<file path="src/rtl/pipe_wrap_pkg.sv">
// Shared types and constants for the pipeline frame wrapper.
// Holds the frame state encoding and the MMIO word width.
package pipe_wrap_pkg;

    localparam int MMIO_W = 32;

    typedef enum logic [1:0] {
        IDLE  = 2'd0,
        FLUSH = 2'd1,
        RUN   = 2'd2,
        DONE  = 2'd3
    } state_e;

    function automatic int default_rst_cycles();
        return 32'sd4;
    endfunction

endpackage

</file>
<file path="src/rtl/skid_buf2.sv">
// Two-entry valid/ready register slice with a registered upstream ready.
// A synchronous clear empties the slice and drops its contents.
module skid_buf2 #(
    parameter int DATA_W = 64
) (
    input  logic              clk,
    input  logic              reset,
    input  logic              clear,
    input  logic              enable,
    input  logic              in_valid,
    output logic              in_ready,
    input  logic [DATA_W-1:0] in_data,
    output logic              out_valid,
    input  logic              out_ready,
    output logic [DATA_W-1:0] out_data
);

    logic [1:0]        cnt_r;
    logic [1:0]        cnt_s;
    logic [DATA_W-1:0] head_r;
    logic [DATA_W-1:0] tail_r;
    logic              ready_r;
    logic              push_s;
    logic              pop_s;

    assign push_s    = in_valid & ready_r;
    assign pop_s     = (cnt_r != 2'd0) & out_ready;
    assign in_ready  = ready_r;
    assign out_valid = (cnt_r != 2'd0);
    assign out_data  = head_r;

    // Next occupancy from push/pop, with clear taking priority
    always_comb begin
        cnt_s = cnt_r;
        if (clear) begin
            cnt_s = 2'd0;
        end else if (push_s && !pop_s) begin
            cnt_s = cnt_r + 2'd1;
        end else if (pop_s && !push_s) begin
            cnt_s = cnt_r - 2'd1;
        end else begin
            cnt_s = cnt_r;
        end
    end

    // Occupancy and upstream ready; ready reflects room in the coming cycle
    always_ff @(posedge clk) begin
        if (reset) begin
            cnt_r   <= 2'd0;
            ready_r <= 1'b0;
        end else begin
            cnt_r   <= cnt_s;
            ready_r <= enable & (cnt_s != 2'd2);
        end
    end

    // Entry storage: head is always the oldest entry
    always_ff @(posedge clk) begin
        if (reset) begin
            head_r <= {DATA_W{1'b0}};
            tail_r <= {DATA_W{1'b0}};
        end else if (pop_s) begin
            if (push_s && (cnt_r == 2'd1)) begin
                head_r <= in_data;
            end else begin
                head_r <= tail_r;
            end
            if (push_s && (cnt_r == 2'd2)) begin
                tail_r <= in_data;
            end else begin
                tail_r <= tail_r;
            end
        end else if (push_s) begin
            if (cnt_r == 2'd0) begin
                head_r <= in_data;
            end else begin
                tail_r <= in_data;
            end
        end else begin
            head_r <= head_r;
            tail_r <= tail_r;
        end
    end

endmodule

</file>
<file path="src/rtl/pipe_frame_wrap.sv">
// Frames one run of an attached streaming pipeline: snapshot config on start,
// hold the pipeline in reset, then stream until the output count is reached.
module pipe_frame_wrap
    import pipe_wrap_pkg::*;
#(
    parameter int DATA_W     = 64,
    parameter int N_MMIO     = 4,
    parameter int CNT_W      = 32,
    parameter int RST_CYCLES = default_rst_cycles()
) (
    input  logic                     clk,
    input  logic                     reset,
    input  logic                     start,
    input  logic [CNT_W-1:0]         in_tokens,
    input  logic [CNT_W-1:0]         out_tokens,
    input  logic [N_MMIO*MMIO_W-1:0] mmio,
    input  logic                     in_valid,
    output logic                     in_ready,
    input  logic [DATA_W-1:0]        in_data,
    output logic                     out_valid,
    input  logic                     out_ready,
    output logic [DATA_W-1:0]        out_data,
    output logic                     pipe_reset,
    output logic [N_MMIO*MMIO_W-1:0] pipe_mmio,
    output logic                     pipe_in_valid,
    input  logic                     pipe_in_ready,
    output logic [DATA_W-1:0]        pipe_in_data,
    input  logic                     pipe_out_valid,
    output logic                     pipe_out_ready,
    input  logic [DATA_W-1:0]        pipe_out_data,
    output logic                     busy,
    output logic                     done
);

    localparam int FL_W = (RST_CYCLES > 32'sd1) ? $clog2(RST_CYCLES) : 32'sd1;
    localparam logic [FL_W-1:0] FL_LAST = FL_W'(RST_CYCLES - 32'sd1);

    state_e                     state_r;
    state_e                     state_s;
    logic [CNT_W-1:0]           in_cnt_r;
    logic [CNT_W-1:0]           out_cnt_r;
    logic [CNT_W-1:0]           in_tokens_r;
    logic [CNT_W-1:0]           out_tokens_r;
    logic [N_MMIO*MMIO_W-1:0]   mmio_r;
    logic [FL_W-1:0]            flush_cnt_r;
    logic                       run_s;
    logic                       in_open_s;
    logic                       in_beat_s;
    logic                       out_beat_s;
    logic                       last_out_s;
    logic                       buf_en_s;
    logic                       buf_clear_s;
    logic                       accept_start_s;

    assign run_s          = (state_r == RUN);
    assign accept_start_s = (state_r == IDLE) & start;
    assign in_open_s      = (in_cnt_r != in_tokens_r);
    assign in_ready       = run_s & pipe_in_ready & in_open_s;
    assign pipe_in_valid  = run_s & in_valid & in_open_s;
    assign pipe_in_data   = in_data;
    assign in_beat_s      = in_valid & in_ready;
    assign out_beat_s     = out_valid & out_ready;
    assign last_out_s     = out_beat_s & ((out_cnt_r + CNT_W'(1)) == out_tokens_r);

    // The skid only accepts while running; leaving RUN drops anything still held
    assign buf_en_s    = (state_s == RUN);
    assign buf_clear_s = (state_s != RUN);

    assign pipe_reset = (state_r != RUN);
    assign pipe_mmio  = mmio_r;
    assign busy       = (state_r == FLUSH) | (state_r == RUN);
    assign done       = (state_r == DONE);

    // Frame state register
    always_ff @(posedge clk) begin
        if (reset) begin
            state_r <= IDLE;
        end else begin
            state_r <= state_s;
        end
    end

    // Frame sequencing; a zero output count skips RUN entirely
    always_comb begin
        state_s = state_r;
        case (state_r)
            IDLE: begin
                if (start) begin
                    state_s = FLUSH;
                end else begin
                    state_s = IDLE;
                end
            end
            FLUSH: begin
                if (flush_cnt_r != FL_LAST) begin
                    state_s = FLUSH;
                end else if (out_tokens_r == {CNT_W{1'b0}}) begin
                    state_s = DONE;
                end else begin
                    state_s = RUN;
                end
            end
            RUN: begin
                if (last_out_s) begin
                    state_s = DONE;
                end else begin
                    state_s = RUN;
                end
            end
            DONE: begin
                state_s = IDLE;
            end
            default: begin
                state_s = IDLE;
            end
        endcase
    end

    // Config snapshot, flush timer and beat counters
    always_ff @(posedge clk) begin
        if (reset) begin
            in_tokens_r  <= {CNT_W{1'b0}};
            out_tokens_r <= {CNT_W{1'b0}};
            mmio_r       <= {(N_MMIO*MMIO_W){1'b0}};
            in_cnt_r     <= {CNT_W{1'b0}};
            out_cnt_r    <= {CNT_W{1'b0}};
            flush_cnt_r  <= {FL_W{1'b0}};
        end else if (accept_start_s) begin
            in_tokens_r  <= in_tokens;
            out_tokens_r <= out_tokens;
            mmio_r       <= mmio;
            in_cnt_r     <= {CNT_W{1'b0}};
            out_cnt_r    <= {CNT_W{1'b0}};
            flush_cnt_r  <= {FL_W{1'b0}};
        end else begin
            if (state_r == FLUSH) begin
                flush_cnt_r <= flush_cnt_r + FL_W'(1);
            end
            if (in_beat_s) begin
                in_cnt_r <= in_cnt_r + CNT_W'(1);
            end
            if (out_beat_s) begin
                out_cnt_r <= out_cnt_r + CNT_W'(1);
            end
        end
    end

    skid_buf2 #(
        .DATA_W (DATA_W)
    ) u_skid (
        .clk       (clk),
        .reset     (reset),
        .clear     (buf_clear_s),
        .enable    (buf_en_s),
        .in_valid  (pipe_out_valid),
        .in_ready  (pipe_out_ready),
        .in_data   (pipe_out_data),
        .out_valid (out_valid),
        .out_ready (out_ready),
        .out_data  (out_data)
    );

endmodule

</file>
<file path="config.mk">
export PLATFORM = sky130hd
export DESIGN_NAME = pipe_frame_wrap
export DESIGN_NICKNAME = d
export VERILOG_FILES = /design/src/rtl/pipe_wrap_pkg.sv /design/src/rtl/skid_buf2.sv /design/src/rtl/pipe_frame_wrap.sv
export SDC_FILE = /design/constraint.sdc
export NUM_CORES = 1
export LEC_CHECK = 0
export CAP_MARGIN = 30
export CORE_AREA = 3 3 228 230
export CTS_CLUSTER_SIZE = 14
export DETAILED_ROUTE_END_ITERATION = 8
export DIE_AREA = 0 0 231 233
export DONT_BUFFER_PORTS = 1
export PLACE_DENSITY = 0.59
export SETUP_SLACK_MARGIN = 0.02
export SYNTH_ARGS = -nofsm -noshare
export SYNTH_HDL_FRONTEND = slang
export SYNTH_SLANG_ARGS = --single-unit
</file>
<file path="constraint.sdc">
create_clock -name clk -period 2.5 [get_ports clk]
set_input_delay 0.75 -clock clk [delete_from_list [all_inputs] [get_ports clk]]
set_output_delay 0.75 -clock clk [all_outputs]
set_load 0.005 [all_outputs]
</file>
==> metrics.cfg, run 1 <==
[status]
status=finished, violations left
violations=negative setup slack

[cells_and_area]
area_growth_syn_to_layout_pct=15.67
fin_nets=2356
multi_input_area_um2=7963
final_cell_mix=543 x nand2_1, 377 x dfxtp_1, 274 x a21oi_1, 143 x nor2_1, 96 x buf_4
drive_gt1_share_pct=11.35
fin_cells=2725
fin_area_um2=19300
num-fill-cells=5159
layout_commonest_cell=nand2_1
seqCellArea_um2=7853

[detailed_routing]
wl_per_cell_um=18.58
vias=13850
ant_nets=0
drt-pass1-iter-count=6
drt_iter0_drc=826
viasPerCell=5.081
route.detailed.drc=0
drt-total-wl_um=50630

[critical_path]
path_cells=xor2_1 > nor4_2 > nand4_1 > o21ai_2 > nor2_1
crit_path_start_kind=register
worstSetupEndpointType=output port
critPathLaunch=in_cnt_r[18]
worstSetupPathType=reg -> out
r2r-start=out_cnt_r[1]
cp.arrival_ns=2.01
critPathSlowestCell=dfxtp_1
slowest_delay_ns=0.42
critPathMaxFanout=5
cp.required_ns=1.75

[floorplanning]
die_h_um=233
die_w_um=231
die_area_um2=53820
initial_core_util_pct=33.32
num_rows=82
io_pins=590
core_area_um2=50070

[timing]
timing_hold_violations_final=0
setup_slack_ns=-0.2612
slew_headroom_pct=11.01
skew_ns=0.01681
period_needed_ns=2.761
finalSetupViolations=6
fin_crit_sh_pct=110.4
worst_pin_slew_ns=1.335
drv_slew=0
max_freq_mhz=362.2
rsz0062_at_grt=yes

[place]
dpl_cell_area_um2=17560
place_hpwl_um=36110
place_inst=2635
gp_congestion=0.8772
port_buffers=0

[global_routing]
grt_usage_pct=17.83
antenna_found_initial=2
grt_max_degree=324
grt.overflow.total=0
grt_pass1_wl_um=76150
grt_pass1_vias=13330

[pwr]
seqPwrFrac_pct=47.0
clkPwrFrac_pct=47.7
finalPower_w=0.01410
p_sw_share_pct=23.67
power_density_nw_per_um2=730.7
internal_power_w=0.01076
p_sw_w=0.003337
ir_worst_vdd_mv=0.6045
leakage_nw=6.912
power_frac_comb_pct=5.4

[logic_synthesis]
synthesis.area_um2=16680
ys_ff_latch=391
syn-mean-instance-area_um2=8.088
synth_edf_count=0
synth_nets=2401
yosysWarnings=0
synth-async-reset-ratio_pct=0
synthCells=2063
synth_cell_types=49
yosysSeqAreaShare_pct=46.91
synthFlopType=dfxtp_1

[cts]
cts_max_level=2
ctsHoldBuffers=0
worstSkewPairLatency_ns=0.58
numCtsBuffers=44
cts.clk_slew.worst_paths_ns=0.06
cts_tree=yes
clockRootBuffer=clkbuf_16
clock_sinks=391
clk_path_buf_depth=3

[run]
maxCapViolations=0

[worst_hold_path]
holdCritStartpoint=reset
hold_class=in -> reg

==> Yosys cell counts, types with 6 or more instances <==
| master | instances | area (µm²) |
|---|---|---|
| and4_1 | 11 | 96.34 |
| inv_1 | 18 | 67.56 |
| or4_1 | 7 | 52.55 |
| buf_2 | 6 | 30.03 |
| nor4_1 | 26 | 162.7 |
| nor2_1 | 143 | 536.8 |
| nor3_1 | 15 | 75.07 |
| nor2b_1 | 7 | 43.79 |
| buf_1 | 8 | 30.03 |
| nand2_1 | 544 | 2042 |
| xor2_1 | 87 | 762.0 |
| buf_4 | 64 | 480.5 |
| a211oi_1 | 65 | 488.0 |
| a21oi_1 | 274 | 1371 |
| xnor2_1 | 45 | 394.1 |
| ha_1 | 11 | 137.6 |
| or3_1 | 13 | 81.33 |
| nand3_1 | 26 | 130.1 |
| and3_1 | 11 | 68.82 |
| nand4_1 | 34 | 212.7 |
| o21ai_0 | 18 | 90.09 |
| dfxtp_1 | 391 | 7828 |
| mux2i_1 | 68 | 680.7 |
| clkbuf_1 | 128 | 480.5 |
==> metrics by stage <==
| step | setup TNS, ns | hold slack [ns] | utilization, % | setup WS (ns) |
|---|---|---|---|---|
| global route | -1.496 | 0.2291 | 38.54 | -0.3906 |
| global placement | -0.8017 | 0.4359 | 35.06 | -0.2042 |
| detailed placement | -1.472 | 0.4406 | 35.06 | -0.2847 |
| floorplan | 0 | 0.4360 | - | 0.02735 |
| CTS | -0.8079 | 0.2105 | 38.32 | -0.2710 |
| finish | -0.6661 | 0.2696 | 38.54 | -0.2612 |
==> final cells by class <==
cell class,count,share of cell area [%]
clock buffers,63,6.658
repair buffers,115,5.478
flip-flops and latches,391,40.69
clock inverters,17,1.193
diodes,1,0.01297
inverters,18,0.3501
well taps,672,4.357
multi-input cells,1448,41.26
==> state kept, by name, indices dropped and copies added (netlist names) <==
register	count
pipe_mmio	128
u_skid.out_data	64
u_skid.tail_r	64
in_cnt_r	32
in_tokens_r	32
out_cnt_r	32
out_tokens_r	32
flush_cnt_r	2
state_r	2
u_skid.cnt_r	2
u_skid.in_ready	1
==> per-layer routing <==
metal / share of wire (%) / routed length (µm) / track usage, % / vias up
met4: 2.6 / 1311 / 6.062 / 2
met1: 40 / 20330 / 21.00 / 6554
met3: 8.5 / 4282 / 6.097 / 76
met2: 49 / 24680 / 30.33 / 457
li1: - / - / - / 6757
met5: 0.034 / 17 / 0 / -
==> cells by family (layout without fill, tap and decap cells) <==
group,count (synthesis),in the layout,synth area share (%)
DFF,391,391,46.91
muxes,68,68,4.079
adders and majority gates,11,11,0.8249
xor gates and xnor gates,132,132,6.929
AOI/OAI and AO/OA,381,381,12.84
and+or+nand+nor,856,856,21.89
buffers and inverters,224,213,6.524
other,0,1,0
==> power by group through the flow <==
stage / combinational (W) / clock, W / sequential [W]
5_1_grt: 0.000855 / 0.00715 / 0.00664
3_3_place_gp: 0.000734 / 0 / 0.00676
6_report: 0.000759 / 0.00672 / 0.00662
3_5_place_dp: 0.000753 / 0 / 0.00676
2_1_floorplan: 0.000690 / 0 / 0.00669
4_1_cts: 0.000761 / 0.00694 / 0.00662
==> timing repair <==
| action | 4_1_cts | 5_1_grt |
|---|---|---|
| buffers inserted | 5 | 4 |
| gates resized for setup | 19 | 20 |
| setup endpoints to repair | 18 | 36 |
| pin swaps | 10 | 11 |
==> critical path, delay by kind of cell, from the launching register on <==
kind / cells / cell delay, ns
compound gates: 1 / 0.26
simple gates: 3 / 0.64
xor+xnor: 1 / 0.13
flops: 1 / 0.42
==> worst paths after layout <==
| kind | endpoint | slack (ns) | cells past startpoint |
|---|---|---|---|
| worst max-delay path | pipe_in_valid | -0.26 | 5 |
| worst min-delay path | u_skid.tail_r[8] | 0.27 | 1 |
| worst max register to register | state_r[0] | -0.05 | 11 |
| worst min register to register | u_skid.tail_r[3] | 0.45 | 2 |
Note: power is estimated with default switching activity, not from simulation.
==> run 2, diff against run 1 <==
--- a/config.mk
+++ b/config.mk
@@ -5,14 +5,15 @@
 export SDC_FILE = /design/constraint.sdc
 export NUM_CORES = 1
 export LEC_CHECK = 0
-export CAP_MARGIN = 30
-export CORE_AREA = 3 3 228 230
+export CAP_MARGIN = 20
+export CORE_AREA = 3 3 231 233
 export CTS_CLUSTER_SIZE = 14
 export DETAILED_ROUTE_END_ITERATION = 8
-export DIE_AREA = 0 0 231 233
+export DIE_AREA = 0 0 234 236
 export DONT_BUFFER_PORTS = 1
 export PLACE_DENSITY = 0.59
 export SETUP_SLACK_MARGIN = 0.02
 export SYNTH_ARGS = -nofsm -noshare
 export SYNTH_HDL_FRONTEND = slang
+export SYNTH_HIERARCHICAL = 1
 export SYNTH_SLANG_ARGS = --single-unit
==> metrics.cfg, run 2 <==
[logic_synthesis]
synthCells=2127  ; was 2063
synthFlopType=dfxtp_1  ; unchanged
yosysSeqAreaShare_pct=45.59  ; was 46.91%
syn-mean-instance-area_um2=8.071  ; was 8.088 µm²
yosysWarnings=6  ; was 0
yosysTopAreaCell=dfxtp_1  ; unchanged
synth_nets=2465  ; was 2401
ys_ff_latch=391  ; unchanged
synth_cell_types=60  ; was 49
synth_edf_count=0  ; unchanged
yosysTopAreaCellShare_pct=45.59  ; was 46.91%
synth.area.top_cells=dfxtp_1 46%, nand2_1 15%, a21oi_1 8.0%, a311oi_2 5.3%, xnor2_1 4.0%  ; was dfxtp_1 47%, nand2_1 12%, a21oi_1 8.2%, xor2_1 4.6%, mux2i_1 4.1%
synth-async-reset-ratio_pct=0  ; unchanged
synthesis.area_um2=17170  ; was 16680 µm²
synth.most_common_cell=nand2_1  ; unchanged
synth_common_cells=680 x nand2_1, 391 x dfxtp_1, 274 x a21oi_1, 137 x nor2_1, 93 x clkbuf_1  ; was 544 x nand2_1, 391 x dfxtp_1, 274 x a21oi_1, 143 x nor2_1, 128 x clkbuf_1

[critical_path]
r2r-start=out_cnt_r[7]  ; was out_cnt_r[1]
critPathLaunch=in_cnt_r[0]  ; was in_cnt_r[18]
path_cells=xnor2_2 > nand4_1 > nor4_2 > buf_4 > nand2_4 > and3_4  ; was xor2_1 > nor4_2 > nand4_1 > o21ai_2 > nor2_1
cp.arrival_ns=1.97  ; was 2.01 ns
cp_top_family=simple AND/OR/NAND/NOR gates  ; unchanged
critical_path_buf_inv_count=1  ; was 0
critPathMaxFanout=4  ; was 5
worstSetupPathType=reg -> out  ; unchanged
crit_end=pipe_in_valid  ; unchanged
r2r-end=u_skid/cnt_r[0]  ; was state_r[0]
critPathSlowestCell=dfxtp_2  ; was dfxtp_1
slowest_delay_ns=0.35  ; was 0.42 ns
regToRegSetupSlack_ns=-0.06  ; was -0.05 ns
r2r_cells=11  ; unchanged
crit_cells=6  ; was 5
crit_path_start_kind=register  ; unchanged
worstSetupEndpointType=output port  ; unchanged
cp.required_ns=1.75  ; about the same

[cells_and_area]
drive_gt1_share_pct=15.90  ; was 11.35%
n_antenna_cell=0  ; was 1
area_growth_syn_to_layout_pct=14.42  ; was 15.67%
fin_area_um2=19640  ; was 19300 µm²
final_cell_mix=676 x nand2_1, 355 x dfxtp_1, 273 x a21oi_1, 137 x nor2_1, 92 x buf_4  ; was 543 x nand2_1, 377 x dfxtp_1, 274 x a21oi_1, 143 x nor2_1, 96 x buf_4
layout_commonest_cell=nand2_1  ; unchanged
fin_nets=2405  ; was 2356
largest_register_ffs=128  ; unchanged
fin_cells=2780  ; was 2725

[pwr]
power_density_nw_per_um2=716.1  ; was 730.7 nW/µm²
finalPower_w=0.01407  ; was 0.01410 W
leakage_nw=6.811  ; was 6.912 nW
ir_worst_vdd_mv=0.5012  ; was 0.6045 mV

[cts]
ctsHoldBuffers=0  ; unchanged
cts.clk_slew.worst_paths_ns=0.06  ; about the same
cts_max_level=2  ; unchanged
numCtsBuffers=45  ; was 44
cts_tree=yes  ; unchanged
worstSkewPairLatency_ns=0.56  ; was 0.58 ns
clockRootBuffer=clkbuf_16  ; unchanged
clock_sinks=391  ; unchanged
clk_path_buf_depth=3  ; unchanged

[timing]
period_needed_ns=2.720  ; was 2.761 ns
skew_ns=0.01555  ; was 0.01681 ns
drv_slew=0  ; unchanged
max_freq_mhz=367.6  ; was 362.2 MHz
whs_ns=0.2921  ; was 0.2696 ns
rsz0062_at_grt=yes  ; unchanged
fin_crit_sh_pct=108.8  ; was 110.4%
finalSetupViolations=5  ; was 6
setup_slack_ns=-0.2203  ; was -0.2612 ns
timing_hold_violations_final=0  ; unchanged
worst_pin_slew_ns=0.7414  ; was 1.335 ns
slew_headroom_pct=50.57  ; was 11.01%

[place]
place_hpwl_um=39820  ; was 36110 µm
place_inst=2683  ; was 2635
post-place-ws_ns=-0.09678  ; was -0.2847 ns
dpl_cell_area_um2=17730  ; was 17560 µm²
gp_congestion=0.8802  ; was 0.8772
port_buffers=0  ; unchanged

[worst_hold_path]
hold_class=in -> reg  ; unchanged
hold_depth=1  ; unchanged
holdCritStartpoint=reset  ; unchanged

[global_routing]
antenna_found_initial=3  ; was 2
grt_pass1_wl_um=81540  ; was 76150 µm
grt_pass1_vias=13490  ; was 13330
grt_usage_pct=18.88  ; was 17.83%
grt_max_degree=329  ; was 324
grt.overflow.total=0  ; unchanged

[floorplanning]
die_area_um2=55220  ; was 53820 µm²
initial_core_util_pct=33.40  ; was 33.32%
core_area_um2=51410  ; was 50070 µm²
die_w_um=234  ; was 231 µm
io_pins=590  ; unchanged
num_rows=83  ; was 82
die_h_um=236  ; was 233 µm

[run]
maxCapViolations=0  ; unchanged

[detailed_routing]
wl_per_cell_um=19.91  ; was 18.58 µm
drt_iter0_drc=952  ; was 826
ant_nets=0  ; unchanged
drt-pass1-iter-count=8  ; was 6
route.detailed.drc=0  ; unchanged
drt-total-wl_um=55360  ; was 50630 µm
vias=14320  ; was 13850
viasPerCell=5.152  ; was 5.081

[status]
violations=negative setup slack  ; unchanged
status=finished, violations left  ; unchanged

run 2: area by class of cell:
cell class / count / area (µm²)
well taps: 680 / 850.8
multi-input cells: 1513 / 8438
repair buffers: 105 / 950.9
inverters: 11 / 41.29
fillers: 5260 / 31760
flip-flops and latches: 391 / 7883
clock inverters: 15 / 166.4
clock buffers: 65 / 1314
run 2: what timing repair did:
item	4_1_cts	5_1_grt
gates resized for setup	24	52
pin swaps	16	20
endpoints found under the setup margin	5	10
setup buffers	10	7
run 2: cells by family (layout without fill, tap and decap cells):
kind of cell,Yosys count,count (layout),share of synthesized area [%]
mux,5,5,0.2915
buf+inv,223,196,7.150
simple gates,985,985,24.15
compound gates,383,383,15.39
xor+xnor,129,129,6.625
fa+ha+maj,11,11,0.8017
flops,391,391,45.59
run 2: routing by layer:
| layer | part of all wire, % | global-route usage, % |
|---|---|---|
| met1 | 40 | 22.78 |
| met2 | 47 | 31.19 |
| met3 | 9.0 | 5.966 |
| met4 | 3.8 | 7.327 |
| met5 | 0.049 | 0 |
run 2: power by group:
| part | switching, W | internal, W |
|---|---|---|
| clock | 0.00266 | 0.00396 |
| sequential | 0.000220 | 0.00643 |
| combinational | 0.000490 | 0.000306 |
run 2: how the worst min path moves through the flow:
stage / to / slack [ns]
2_1_floorplan: u_skid/tail_r[0] / 0.44
3_3_place_gp: u_skid/tail_r[50] / 0.44
3_5_place_dp: u_skid/tail_r[25] / 0.44
4_1_cts: u_skid/out_data[24] / 0.24
5_1_grt: u_skid/out_data[55] / 0.25
6_report: u_skid/tail_r[22] / 0.29
run 2: per-stage QoR:
stage / util, % / TNS, ns
floorplan: - / 0
global placement: 34.50 / -0.1956
detailed placement: 34.50 / -0.2445
CTS: 37.70 / -0.6769
global route: 38.21 / -1.690
finish: 38.21 / -0.5927
run 2: worst register-to-register path: cells and delay by family (launching register included):
kind | cells | cell delay (ns)
AO/OA/AOI/OAI | 1 | 0.23
XOR/XNOR | 1 | 0.13
buffers and inverters | 3 | 0.45
flip-flops | 1 | 0.39
AND/OR/NAND/NOR | 6 | 1.24
